<file path="config.mk">
export PLATFORM = sky130hd
export DESIGN_NAME = rvv_backend_dispatch_credit_ctrl
export DESIGN_NICKNAME = d
export VERILOG_FILES = /design/src/rtl/rvv_backend_dispatch_credit_ctrl.sv
export SDC_FILE = /design/constraint.sdc
export NUM_CORES = 1
export LEC_CHECK = 0
export BUFFER_PORTS_ARGS = -buffer_cell sky130_fd_sc_hd__clkbuf_2
export CORE_MARGIN = 1
export CORE_UTILIZATION = 32
export CTS_BUF_LIST = sky130_fd_sc_hd__clkbuf_8
export DETAILED_ROUTE_END_ITERATION = 8
export GPL_ROUTABILITY_DRIVEN = 0
export PLACE_DENSITY_LB_ADDON = 0.3
export SETUP_SLACK_MARGIN = 0.1
export SYNTH_ARGS = -nofsm -noshare
export SYNTH_HDL_FRONTEND = slang
export SYNTH_SLANG_ARGS = --single-unit
</file>
<file path="constraint.sdc">
create_clock -name clk -period 3.84 [get_ports clk]
set_input_delay 0.384 -clock clk [delete_from_list [all_inputs] [get_ports clk]]
set_output_delay 0.384 -clock clk [all_outputs]
set_load 0.02 [all_outputs]
</file>
<file path="src/rtl/rvv_backend_dispatch_credit_ctrl.sv">
// Credit-based in-order dispatch from the Uop Queue head to the reservation stations.
// Optional same-cycle credit bypass: define RVV_DP_CREDIT_BYPASS_EN.
module rvv_backend_dispatch_credit_ctrl #(
  parameter int NUM_DP   = 2,
  parameter int NUM_RS   = 4,
  parameter int RS_DEPTH = 8,
  parameter int RS_SEL_W = $clog2(NUM_RS),
  parameter int CNT_W    = $clog2(RS_DEPTH + 1)
) (
  input  logic                               clk,
  input  logic                               rst,
  input  logic [NUM_DP-1:0]                  uq_valid,
  input  logic [NUM_DP-1:0][RS_SEL_W-1:0]    uq_rs_sel,
  input  logic                               trap_flush,
  input  logic [NUM_RS-1:0]                  credit_ret,
  output logic [NUM_DP-1:0]                  uq_pop,
  output logic [NUM_RS-1:0][NUM_DP-1:0]      rs_push,
  output logic [NUM_RS-1:0][CNT_W-1:0]       credit_cnt,
  output logic                               dp_stall,
  output logic                               credit_err
);

  logic [NUM_RS-1:0][CNT_W-1:0] r_cnt;
  logic                         r_err;

  logic [NUM_RS-1:0][CNT_W:0]   w_avail;
  logic [NUM_RS-1:0][CNT_W:0]   w_grants;
  logic [NUM_RS-1:0][CNT_W-1:0] w_cnt_nxt;
  logic [NUM_RS-1:0]            w_ovf;

  always_comb begin
    for (int r = 0; r < NUM_RS; r++) begin
`ifdef RVV_DP_CREDIT_BYPASS_EN
      w_avail[r] = {1'b0, r_cnt[r]} + (CNT_W+1)'(credit_ret[r]);
`else
      w_avail[r] = {1'b0, r_cnt[r]};
`endif
    end
  end

  // In-order grant: the first slot that cannot go stops every later slot.
  // A selector matching no RS never produces a hit, so it blocks.
  always_comb begin : grant
    logic                       w_chain;
    logic                       w_hit;
    logic [NUM_RS-1:0][CNT_W:0] w_used;
    uq_pop  = '0;
    rs_push = '0;
    w_used  = '0;
    w_chain = !trap_flush;
    w_hit   = 1'b0;
    for (int i = 0; i < NUM_DP; i++) begin
      w_hit = 1'b0;
      for (int r = 0; r < NUM_RS; r++) begin
        if (uq_rs_sel[i] == RS_SEL_W'(r) && w_avail[r] > w_used[r]) w_hit = 1'b1;
      end
      if (w_chain && uq_valid[i] && w_hit) begin
        uq_pop[i] = 1'b1;
        for (int r = 0; r < NUM_RS; r++) begin
          if (uq_rs_sel[i] == RS_SEL_W'(r)) begin
            rs_push[r][i] = 1'b1;
            w_used[r]     = w_used[r] + (CNT_W+1)'(1);
          end
        end
      end else begin
        w_chain = 1'b0;
      end
    end
    w_grants = w_used;
  end

  // A return into a full, unconsumed RS is a protocol violation: hold and flag.
  always_comb begin : cnt_next
    logic [CNT_W:0] w_sum;
    w_sum     = '0;
    w_cnt_nxt = r_cnt;
    w_ovf     = '0;
    for (int r = 0; r < NUM_RS; r++) begin
      w_sum    = {1'b0, r_cnt[r]} - w_grants[r] + (CNT_W+1)'(credit_ret[r]);
      w_ovf[r] = (r_cnt[r] == CNT_W'(RS_DEPTH)) && credit_ret[r] && (w_grants[r] == '0);
      w_cnt_nxt[r] = w_ovf[r] ? r_cnt[r] : w_sum[CNT_W-1:0];
    end
  end

  // NOTE: state uses non-blocking assignments so every flop samples pre-edge values.
  always_ff @(posedge clk or posedge rst) begin
    if (rst) begin
      for (int r = 0; r < NUM_RS; r++) r_cnt[r] <= CNT_W'(RS_DEPTH);
      r_err <= 1'b0;
    end else begin
      r_cnt <= w_cnt_nxt;
      if (|w_ovf) r_err <= 1'b1;
    end
  end

  assign credit_cnt = r_cnt;
  assign credit_err = r_err;
  assign dp_stall   = uq_valid[0] & ~uq_pop[0];

endmodule

</file>
==> flow_metrics.env, run 1 <==
export IMPL_worstHoldPathType="input pin to async pin"
export IMPL_via_per_inst=4.71
export IMPL_synth_area_top_cells="ha_1, dfrtp_1, dfstp_2"
export IMPL_detail_route_iter0_violations=72
export IMPL_fp_coreArea_sq_um=5540
export IMPL_outcome="complete, but fails checks"
export IMPL_critPathBufInv=3
export IMPL_multi_input_area_sq_um=1650
export IMPL_wl_met3_um=146
export IMPL_path_clk_slew_ns=0.08
export IMPL_clockBufferDepth=2
export IMPL_seq_area_frac_synth=0.231
export IMPL_worstMarginPinSlew_ns=0.758
export IMPL_insertion_delay_ns=0.26
export IMPL_power_leakage_uw=0.00143
export IMPL_cp_slowest_cell="dfstp_2"
export IMPL_synthFlopType="dfrtp_1"
export IMPL_dp_hpwl_um=3980
export IMPL_grt_pass1_vias=1725
export IMPL_rsz0062_at_grt="yes"
export IMPL_std_cell_rows=27
export IMPL_met1Wirelength_um=2200
export IMPL_layout_setup_ws_ns=-0.0371
export IMPL_yosys_area_top_type_share=0.242
export IMPL_synth_async_reset_ratio=1.00
export IMPL_setup_violations=2
export IMPL_synth_net_count=240
export IMPL_arrival_ns=4.07
export IMPL_die_area_sq_um=6120
export IMPL_n_antenna_cell=0
export IMPL_syn_inst=187
export IMPL_skew_ns=0.00451
export IMPL_initial_core_util=0.336
export IMPL_clkSinkCount=17
export IMPL_h_tree_depth=1
export IMPL_startpoint_type="flop"
export IMPL_wirelength_um=4860
export IMPL_synth_commonest_cells="ha_1, inv_1, dfrtp_1, nor2b_1"
export IMPL_vias=1669
export IMPL_grt_pass1_wl_um=7910
export IMPL_cpPeakStageDelay_ns=0.54
export IMPL_wl_met2_um=2480
export IMPL_avgSynthCellArea_sq_um=9.94
export IMPL_r2r_slack_ns=-0.04
export IMPL_highest_layer="met4"
export IMPL_power_density_nw_per_um2=721
export IMPL_grt_usage=0.166
export IMPL_cpLargestDelayFamily="adder cells"
export IMPL_drc_errors=0
export IMPL_grt_ovfl_total=0
export IMPL_worst_ep_required_time_ns=4.04
export IMPL_synthDistinctLibCells=45
export IMPL_layout_cells_non_filler=354
export IMPL_finalHoldViolCount=0
export IMPL_yosys_warnings=0
export IMPL_worstPathMaxFanout=5
export IMPL_num_fill_cells=537
export IMPL_ys_seq_elements=17
export IMPL_tritoncts="built"
export IMPL_place_inst=336
export IMPL_syn_area_sq_um=1860
export IMPL_cts_root_buf="clkbuf_8"
export IMPL_synth_edff_count=0
export IMPL_place_ws_ns=-0.0925
export IMPL_hold_slack_ns=0.234
export IMPL_cts_buffers=3
export IMPL_yosysTopAreaCell="ha_1"
export IMPL_fin_crit_ns=3.88
export IMPL_nets=336
export IMPL_endpoint_kind="flop"
export IMPL_seq_area_sq_um=430
export IMPL_grt_max_degree=18
export IMPL_port_buffers=40
export IMPL_ir_drop_uv=308
export IMPL_die_h_um=78.2
export IMPL_antenna_found_initial=0
export IMPL_maxSlewViolCount=0
export IMPL_path_cells="inv_2, ha_4, nor4b_4, nor4_4, ha_2, or3b_4, a2111oi_4, a2111oi_4, and2_4, buf_6, nand2_2, o21ai_2, ha_2, inv_2, ha_4, fa_2, nor2b_4"
export IMPL_critical_path_class="flop to flop"
export IMPL_first_pass_iters=4
export IMPL_period_share=1.01
export IMPL_fp_dieW_um=78.2
export IMPL_violations="negative setup slack"
export IMPL_slew_headroom=0.494
export IMPL_postRouteAntennaNets=0
export IMPL_syn2layout_area_growth_pct=57.7
export IMPL_fmax_mhz=258
export IMPL_wl_per_cell_um=13.7
export IMPL_layout_drive_gt1_share=0.610
export IMPL_num_io_pins=41
export IMPL_drv_cap=0
export IMPL_yosysMostFrequentCell="ha_1"
==> sequential cells by signal, summed over array words and instances (netlist names) <==
register and count:
credit_cnt 16, credit_err 1
==> metrics by stage <==
step           total power [uW]  TNS [ns]   util  area, sq um
4_1_cts                    1990    -0.657  0.497         2750
3_3_place_gp               1750    -0.105  0.472         2610
6_report                   2120   -0.0437  0.529         2930
2_1_floorplan              1330     -4.43      -         2050
5_1_grt                    2330     -1.52  0.529         2930
3_5_place_dp               1780    -0.581  0.472         2610
==> layer usage <==
| metal | GRT usage | vias up |
|---|---|---|
| met4 | 0.0537 | 0 |
| met1 | 0.210 | 803 |
| met2 | 0.289 | 26 |
| met5 | 0 | - |
| li1 | - | 838 |
| met3 | 0.0221 | 2 |
==> final timing paths <==
check / start / endpoint / cells past startpoint
setup reg to reg: credit_cnt[3]$_DFFE_PP1N_ / credit_cnt[13]$_DFFE_PP0N_ / 17
max in group asynchronous: rst / credit_cnt[5]$_DFFE_PP0N_ / 2
hold / removal: rst / credit_cnt[14]$_DFFE_PP0N_ / 2
setup / recovery: credit_cnt[3]$_DFFE_PP1N_ / credit_cnt[13]$_DFFE_PP0N_ / 17
hold reg to reg: credit_cnt[15]$_DFFE_PP1N_ / credit_cnt[15]$_DFFE_PP1N_ / 2
min in group clk: credit_cnt[15]$_DFFE_PP1N_ / credit_cnt[15]$_DFFE_PP1N_ / 2
==> repair_timing <==
item / CTS / global route
gates resized for setup: 10 / 23
hold endpoints to repair: 0 / 0
endpoints found under the setup margin: 12 / 14
hold buffers: 0 / 0
setup buffers: 6 / 8
cloned: 0 / 0
pin swaps: 22 / 27
==> cell families (layout without fill, tap and decap cells) <==
kind of cell	after synthesis	in the layout	synth area share
and+or+nand+nor	60	60	0.201
adders and majority gates	40	40	0.285
DFF	17	17	0.231
buffers and inverters	29	124	0.0619
xor gates and xnor gates	8	8	0.0377
AOI/OAI and AO/OA	25	25	0.139
muxes	8	8	0.0431
==> where the power goes <==
part	internal, uW	switching [uW]
Clock	71.1	69.7
Sequential	300	69.6
Combinational	834	771
==> layout make-up <==
class                      count  share of cell area
tap                           72              0.0307
multi-input combinational    141               0.561
timing repair buffer          94               0.212
sequential                    17               0.147
clock buffer                   3              0.0141
clock inverter                 1             0.00128
inverter                      26              0.0341
==> cell usage in the layout (no fill, tap or decap), drive strengths merged, types with 2 or more instances in the layout <==
| master | count |
|---|---|
| buf | 54 |
| clkbuf | 43 |
| ha | 36 |
| inv | 27 |
| dfrtp | 13 |
| nor2b | 11 |
| mux2i | 8 |
| nor2 | 8 |
| nand2 | 8 |
| a21o | 7 |
| xnor2 | 7 |
| a21oi | 6 |
| nand3 | 5 |
| or2 | 4 |
| and3 | 4 |
| fa | 4 |
| dfstp | 4 |
| a2111oi | 3 |
| or3b | 3 |
| a211oi | 3 |
| and2 | 3 |
| a22oi | 2 |
| and2b | 2 |
| nor3 | 2 |
No activity file was read; power rests on OpenSTA's default activity.
==> run 2: changes to the inputs <==
--- a/config.mk
+++ b/config.mk
@@ -7,7 +7,7 @@
 export LEC_CHECK = 0
 export BUFFER_PORTS_ARGS = -buffer_cell sky130_fd_sc_hd__clkbuf_2
 export CORE_MARGIN = 1
-export CORE_UTILIZATION = 32
+export CORE_UTILIZATION = 45
 export CTS_BUF_LIST = sky130_fd_sc_hd__clkbuf_8
 export DETAILED_ROUTE_END_ITERATION = 8
 export GPL_ROUTABILITY_DRIVEN = 0
==> run 2 against run 1 <==
The run still ends with negative setup slack left. Global-route usage increased by 5.4 points. First-iteration DRC count decreased by 19%. Non-clock buffer count decreased by 14.
==> flow_metrics.env, run 2 (synthesis gave the netlist of run 1 again) <==
export IMPL_tritoncts="built"
export IMPL_critical_path_class="flop to flop"
export IMPL_n_antenna_cell=0
export IMPL_finalHoldViolCount=0
export IMPL_fp_dieW_um=66.3
export IMPL_clockBufferDepth=2
export IMPL_power_leakage_uw=0.00134
export IMPL_period_share=1.00
export IMPL_path_common_cell="ha_4"
export IMPL_r2r_slack_ns=-0.008
export IMPL_cpLargestDelayFamily="adder cells"
export IMPL_setup_violations=2
export IMPL_die_area_sq_um=4390
export IMPL_grt_ovfl_total=0
export IMPL_nets=322
export IMPL_endpoint_kind="flop"
export IMPL_worst_ep_required_time_ns=4.03
export IMPL_fp_coreArea_sq_um=3970
export IMPL_critPathBufInv=3
export IMPL_layout_common_cells="clkbuf_2, buf_4, ha_1"
export IMPL_dp_hpwl_um=3510
export IMPL_use_met2=0.366
export IMPL_antenna_found_initial=0
export IMPL_r2r_start="credit_cnt[11]$_DFFE_PP1N_"
export IMPL_slew_headroom=0.517
export IMPL_wirelength_um=4660
export IMPL_port_buffers=40
export IMPL_first_pass_iters=4
export IMPL_violations="negative setup slack"
export IMPL_multi_input_area_sq_um=1630
export IMPL_cp_slowest_cell="dfstp_2"
export IMPL_cp_depth=18
export IMPL_worstPathMaxFanout=5
export IMPL_grt_pass1_vias=1600
export IMPL_layout_setup_ws_ns=-0.00803
export IMPL_drv_cap=0
export IMPL_h_tree_depth=1
export IMPL_final_common_cell="clkbuf_2"
export IMPL_cts_root_buf="clkbuf_8"
export IMPL_startpoint_type="flop"
export IMPL_fmax_mhz=260
export IMPL_cpPeakStageDelay_ns=0.54
export IMPL_grt_max_degree=18
export IMPL_clkSinkCount=17
export IMPL_detail_route_iter0_violations=58
export IMPL_totalPowerFinal_uw=1980
export IMPL_skew_ns=0.00201
export IMPL_vias=1657
export IMPL_wl_per_cell_um=14.7
export IMPL_arrival_ns=4.04
export IMPL_die_h_um=66.3
export IMPL_largest_register_ffs=16
export IMPL_met1_usage=0.296
export IMPL_setup_tns_ns=-0.0106
export IMPL_outcome="complete, but fails checks"
export IMPL_postRouteAntennaNets=0
export IMPL_r2r_cells=18
export IMPL_std_cell_rows=23
export IMPL_rsz0062_at_grt="yes"
export IMPL_drc_errors=0
export IMPL_syn2layout_area_growth_pct=49.7
export IMPL_r2r_end="credit_cnt[6]$_DFFE_PP0N_"
export IMPL_worstMarginPinSlew_ns=0.723
export IMPL_num_fill_cells=294
export IMPL_via_per_inst=5.21
export IMPL_path_clk_slew_ns=0.08
export IMPL_fin_crit_ns=3.85
export IMPL_power_density_nw_per_um2=712
export IMPL_insertion_delay_ns=0.26
export IMPL_initial_core_util=0.468
export IMPL_path_cells="inv_2, ha_4, or4b_4, nand3_4, nor2_4, ha_2, or3b_4, a2111oi_4, a2111oi_4, and2_4, buf_6, a21o_1, ha_4, inv_2, ha_4, fa_2, xnor2_2, mux2i_1"
export IMPL_cts_buffers=3
export IMPL_num_io_pins=41
export IMPL_layout_drive_gt1_share=0.582
export IMPL_grt_pass1_wl_um=7290
export IMPL_met3_usage=0.0207
export IMPL_grt_busiest_layer="met2"
export IMPL_ir_drop_uv=539
export IMPL_seq_area_sq_um=430
export IMPL_worstHoldPathType="input pin to async pin"
export IMPL_grt_usage=0.220
export IMPL_maxSlewViolCount=0
run 2: worst max-delay path by stage:
stage,startpoint,end
floorplan,credit_cnt[3]$_DFFE_PP1N_,credit_cnt[9]$_DFFE_PP0N_
global placement,credit_cnt[11]$_DFFE_PP1N_,credit_cnt[9]$_DFFE_PP0N_
detailed placement,credit_cnt[11]$_DFFE_PP1N_,credit_cnt[9]$_DFFE_PP0N_
CTS,credit_cnt[11]$_DFFE_PP1N_,credit_cnt[6]$_DFFE_PP0N_
global route,credit_cnt[11]$_DFFE_PP1N_,credit_cnt[6]$_DFFE_PP0N_
finish,credit_cnt[11]$_DFFE_PP1N_,credit_cnt[6]$_DFFE_PP0N_
run 2: worst register-to-register path, delay by kind of cell, from the launching register on:
family | cells | cell delay, ns
XOR/XNOR | 1 | 0.14
AND/OR/NAND/NOR | 5 | 0.97
AO/OA/AOI/OAI | 3 | 0.69
multiplexers | 1 | 0.12
flip-flops | 1 | 0.54
buffers and inverters | 3 | 0.22
adder cells (fa/ha/maj) | 5 | 1.09
run 2: timing repair:
action                     in CTS  in global routing
setup endpoints to repair      12                 12
setup buffers                   8                  6
hold buffers                    0                  0
pin swaps                      12                 23
gates resized for setup        13                 19
run 2: power by group:
group / internal, uW / total, uW / switching, uW
Combinational: 720 / 1460 / 737
Clock: 72.5 / 147 / 74.4
Sequential: 300 / 379 / 79.1
run 2: metrics by stage:
| step | cells | utilization | hold slack (ns) | setup WS (ns) | cell area, sq um |
|---|---|---|---|---|---|
| 2_1_floorplan | 187 | - | 0.307 | -0.420 | 2050 |
| 3_3_place_gp | 300 | 0.624 | 0.487 | -0.00207 | 2480 |
| 3_5_place_dp | 300 | 0.624 | 0.492 | -0.0983 | 2480 |
| 4_1_cts | 312 | 0.662 | 0.241 | 0.0459 | 2630 |
| 5_1_grt | 318 | 0.701 | 0.267 | -0.153 | 2780 |
| 6_report | 318 | 0.701 | 0.211 | -0.00803 | 2780 |
run 2: cell type report:
| type | instances | share of cell area |
|---|---|---|
| Multi-Input combinational cell | 141 | 0.585 |
| Timing Repair Buffer | 80 | 0.184 |
| Sequential cell | 17 | 0.155 |
| Inverter | 26 | 0.0369 |
| Tap cell | 50 | 0.0225 |
| Clock buffer | 3 | 0.0148 |
| Clock inverter | 1 | 0.00180 |
run 2: per-layer routing:
layer  vias up  part of all wire  wire (um)
met3         5             0.028        130
met1       808              0.47       2170
met2        34              0.49       2300
met5         -                 0          0
met4         0             0.013         61
li1        810                 -          -
==> run 3: changes to the inputs <==
--- a/config.mk
+++ b/config.mk
@@ -5,6 +5,7 @@
 export SDC_FILE = /design/constraint.sdc
 export NUM_CORES = 1
 export LEC_CHECK = 0
+export ABC_AREA = 1
 export BUFFER_PORTS_ARGS = -buffer_cell sky130_fd_sc_hd__clkbuf_2
 export CORE_MARGIN = 1
 export CORE_UTILIZATION = 45
==> run 3 against run 2 <==
The run now ends clean. Combinational power down 18%. Critical path depth up 6. Wire length down 12%. First-iteration DRC count up 52%. Critical endpoint is now credit_cnt[5]$_DFFE_PP0N_. Largest cell class unchanged. Largest power group unchanged.
==> flow_metrics.env, run 3 <==
export IMPL_outcome="complete, no violations"
export IMPL_grt_busiest_layer="met2"
export IMPL_grt_max_degree=18
export IMPL_maxSlewViolCount=0
export IMPL_yosysMostFrequentCell="inv_1"
export IMPL_period_share=0.923
export IMPL_num_io_pins=41
export IMPL_detail_route_iter0_violations=88
export IMPL_synth_async_reset_ratio=1.00
export IMPL_synthDistinctLibCells=25
export IMPL_seq_area_frac_synth=0.229
export IMPL_synth_commonest_cells="inv_1, ha_1, nand2_1, nor2_1, nand3_1"
export IMPL_largest_register_ffs=16
export IMPL_synth_area_top_cells="ha_1, dfrtp_1, inv_1"
export IMPL_critical_path_class="flop to flop"
export IMPL_drv_cap=0
export IMPL_synthFlopType="dfrtp_1"
export IMPL_r2r_cells=24
export IMPL_initial_core_util=0.470
export IMPL_rsz0062_at_grt="yes"
export IMPL_use_met2=0.317
export IMPL_ir_drop_uv=393
export IMPL_endpoint="credit_cnt[5]$_DFFE_PP0N_"
export IMPL_wirelength_um=4110
export IMPL_setup_tns_ns=0
export IMPL_finalHoldViolCount=0
export IMPL_synth_net_count=293
export IMPL_grt_pass1_vias=1568
export IMPL_dp_hpwl_um=3220
export IMPL_fp_coreArea_sq_um=4000
export IMPL_dpl_instance_area_sq_um=2170
export IMPL_grt_ovfl_total=0
export IMPL_setup_violations=0
export IMPL_grt_usage=0.198
export IMPL_n_antenna_cell=0
export IMPL_grt_pass1_wl_um=6760
export IMPL_layout_common_cells="inv_1, clkbuf_2, nand2_1"
export IMPL_clkSinkCount=17
export IMPL_drc_errors=0
export IMPL_place_ws_ns=0.101
export IMPL_yosysTopAreaCell="ha_1"
export IMPL_r2r_start="credit_cnt[15]$_DFFE_PP1N_"
export IMPL_setup_worst_path_start="credit_cnt[15]$_DFFE_PP1N_"
export IMPL_cts_hold_repair_buffers=0
export IMPL_layout_drive_gt1_share=0.373
export IMPL_fmax_mhz=282
export IMPL_cts_buffers=3
export IMPL_endpoint_kind="flop"
export IMPL_syn2layout_area_growth_pct=27.0
export IMPL_tritoncts="built"
export IMPL_num_fill_cells=353
export IMPL_port_buffers=40
export IMPL_wl_per_cell_um=11.7
export IMPL_layout_setup_ws_ns=0.296
export IMPL_fp_dieW_um=66.6
export IMPL_fin_crit_ns=3.54
export IMPL_worst_ep_required_time_ns=4.02
export IMPL_synth_compound_area_frac=0.0313
export IMPL_synth_fa_ha_area_frac=0.282
export IMPL_yosys_area_top_type_share=0.240
export IMPL_worstMarginPinSlew_ns=0.635
export IMPL_yosys_area_share_simple=0.321
export IMPL_synth_xor_area_frac=0.0373
export IMPL_first_pass_iters=4
export IMPL_startpoint_type="flop"
export IMPL_via_per_inst=4.79
export IMPL_worstPathMaxFanout=6
export IMPL_postRouteAntennaNets=0
export IMPL_std_cell_rows=23
export IMPL_utilization=0.597
export IMPL_finalInstanceArea_sq_um=2390
export IMPL_antenna_found_initial=0
export IMPL_hold_slack_ns=0.191
export IMPL_synthMuxAreaShare=0
export IMPL_avgSynthCellArea_sq_um=7.84
export IMPL_vias=1676
export IMPL_arrival_ns=3.73
export IMPL_die_h_um=66.6
export IMPL_power_leakage_uw=0.00130
export IMPL_met3_usage=0.0223
export IMPL_yosys_warnings=0
export IMPL_met1_usage=0.277
export IMPL_r2r_end="credit_cnt[5]$_DFFE_PP0N_"
export IMPL_syn_inst=240
export IMPL_synth_edff_count=0
export IMPL_r2r_slack_ns=0.30
export IMPL_nets=354
export IMPL_cts_root_buf="clkbuf_8"
export IMPL_ys_seq_elements=17
export IMPL_worstHoldPathType="input pin to async pin"
export IMPL_skew_ns=0.00362
export IMPL_syn_area_sq_um=1880
export IMPL_slew_headroom=0.576
export IMPL_path_clk_slew_ns=0.07
export IMPL_synth_top_family_by_area="simple AND/OR/NAND/NOR gates"
export IMPL_clockBufferDepth=2
export IMPL_h_tree_depth=1
export IMPL_insertion_delay_ns=0.25
export IMPL_die_area_sq_um=4440
export IMPL_power_density_nw_per_um2=716
[run 3: report_power, final]
group | internal (uW) | switching, uW | leakage, uW
Combinational | 513 | 677 | 0.00108
Clock | 70.8 | 59.5 | 0.0000269
Sequential | 301 | 88.3 | 0.000192
Total | 884 | 825 | 0.00130
[run 3: worst min-delay path by stage]
stage | end | cells past startpoint
2_1_floorplan | credit_cnt[0]$_DFFE_PP0N_ | 1
3_3_place_gp | credit_cnt[15]$_DFFE_PP1N_ | 2
3_5_place_dp | credit_err$_DFFE_PP0P_ | 2
4_1_cts | credit_cnt[14]$_DFFE_PP0N_ | 2
5_1_grt | credit_err$_DFFE_PP0P_ | 2
6_report | credit_cnt[14]$_DFFE_PP0N_ | 2
[run 3: cells by family (layout without fill, tap and decap cells)]
family          count (synthesis)  after routing
simple gates                  114            115
buf+inv                        50            109
fa+ha+maj                      40             40
flops                          17             17
compound gates                 11             11
xor+xnor                        8              8
[run 3: stage by stage]
step	instances	power, uW
after floorplan	240	1210
after global placement	331	1450
final	350	1710
after global routing	350	1900
after detailed placement	331	1470
after CTS	338	1620
[run 3: critical path: stages (launching register included)]
cell      delay (ns)
dfstp_2         0.55
inv_2           0.05
ha_2            0.17
nand2_1         0.07
nand2_1         0.06
nand2_2         0.10
nor2_4          0.07
nor2_8          0.14
inv_6           0.06
nor2_4          0.12
ha_1            0.24
nand3b_1        0.09
nand3_1         0.08
nand2_1         0.08
inv_2           0.04
nand2_4         0.09
nand3_4         0.13
nand2_2         0.09
nand2_2         0.07
ha_1            0.27
inv_1           0.03
ha_1            0.20
fa_2            0.53
inv_1           0.05
nor2_1          0.09
[run 3: layout make-up]
class / instances / area, sq um / area share
Tap cell: 50 / 62.6 / 0.0262
Clock inverter: 1 / 3.75 / 0.00157
Clock buffer: 3 / 41.3 / 0.0173
Timing Repair Buffer: 55 / 313 / 0.131
Inverter: 50 / 193 / 0.0807
Multi-Input combinational cell: 174 / 1350 / 0.563
Sequential cell: 17 / 430 / 0.180
[run 3: per-layer routing]
| metal | routed length [um] | part of all wire |
|---|---|---|
| met3 | 158 | 0.038 |
| met2 | 1840 | 0.45 |
| met4 | 56 | 0.014 |
| met1 | 2060 | 0.50 |
| met5 | 0 | 0 |
[run 3: what timing repair did]
action	4_1_cts	5_1_grt
setup buffers	2	12
gates cloned	1	0
pin swaps	1	17
resized for setup	1	21
endpoints found under the setup margin	1	9
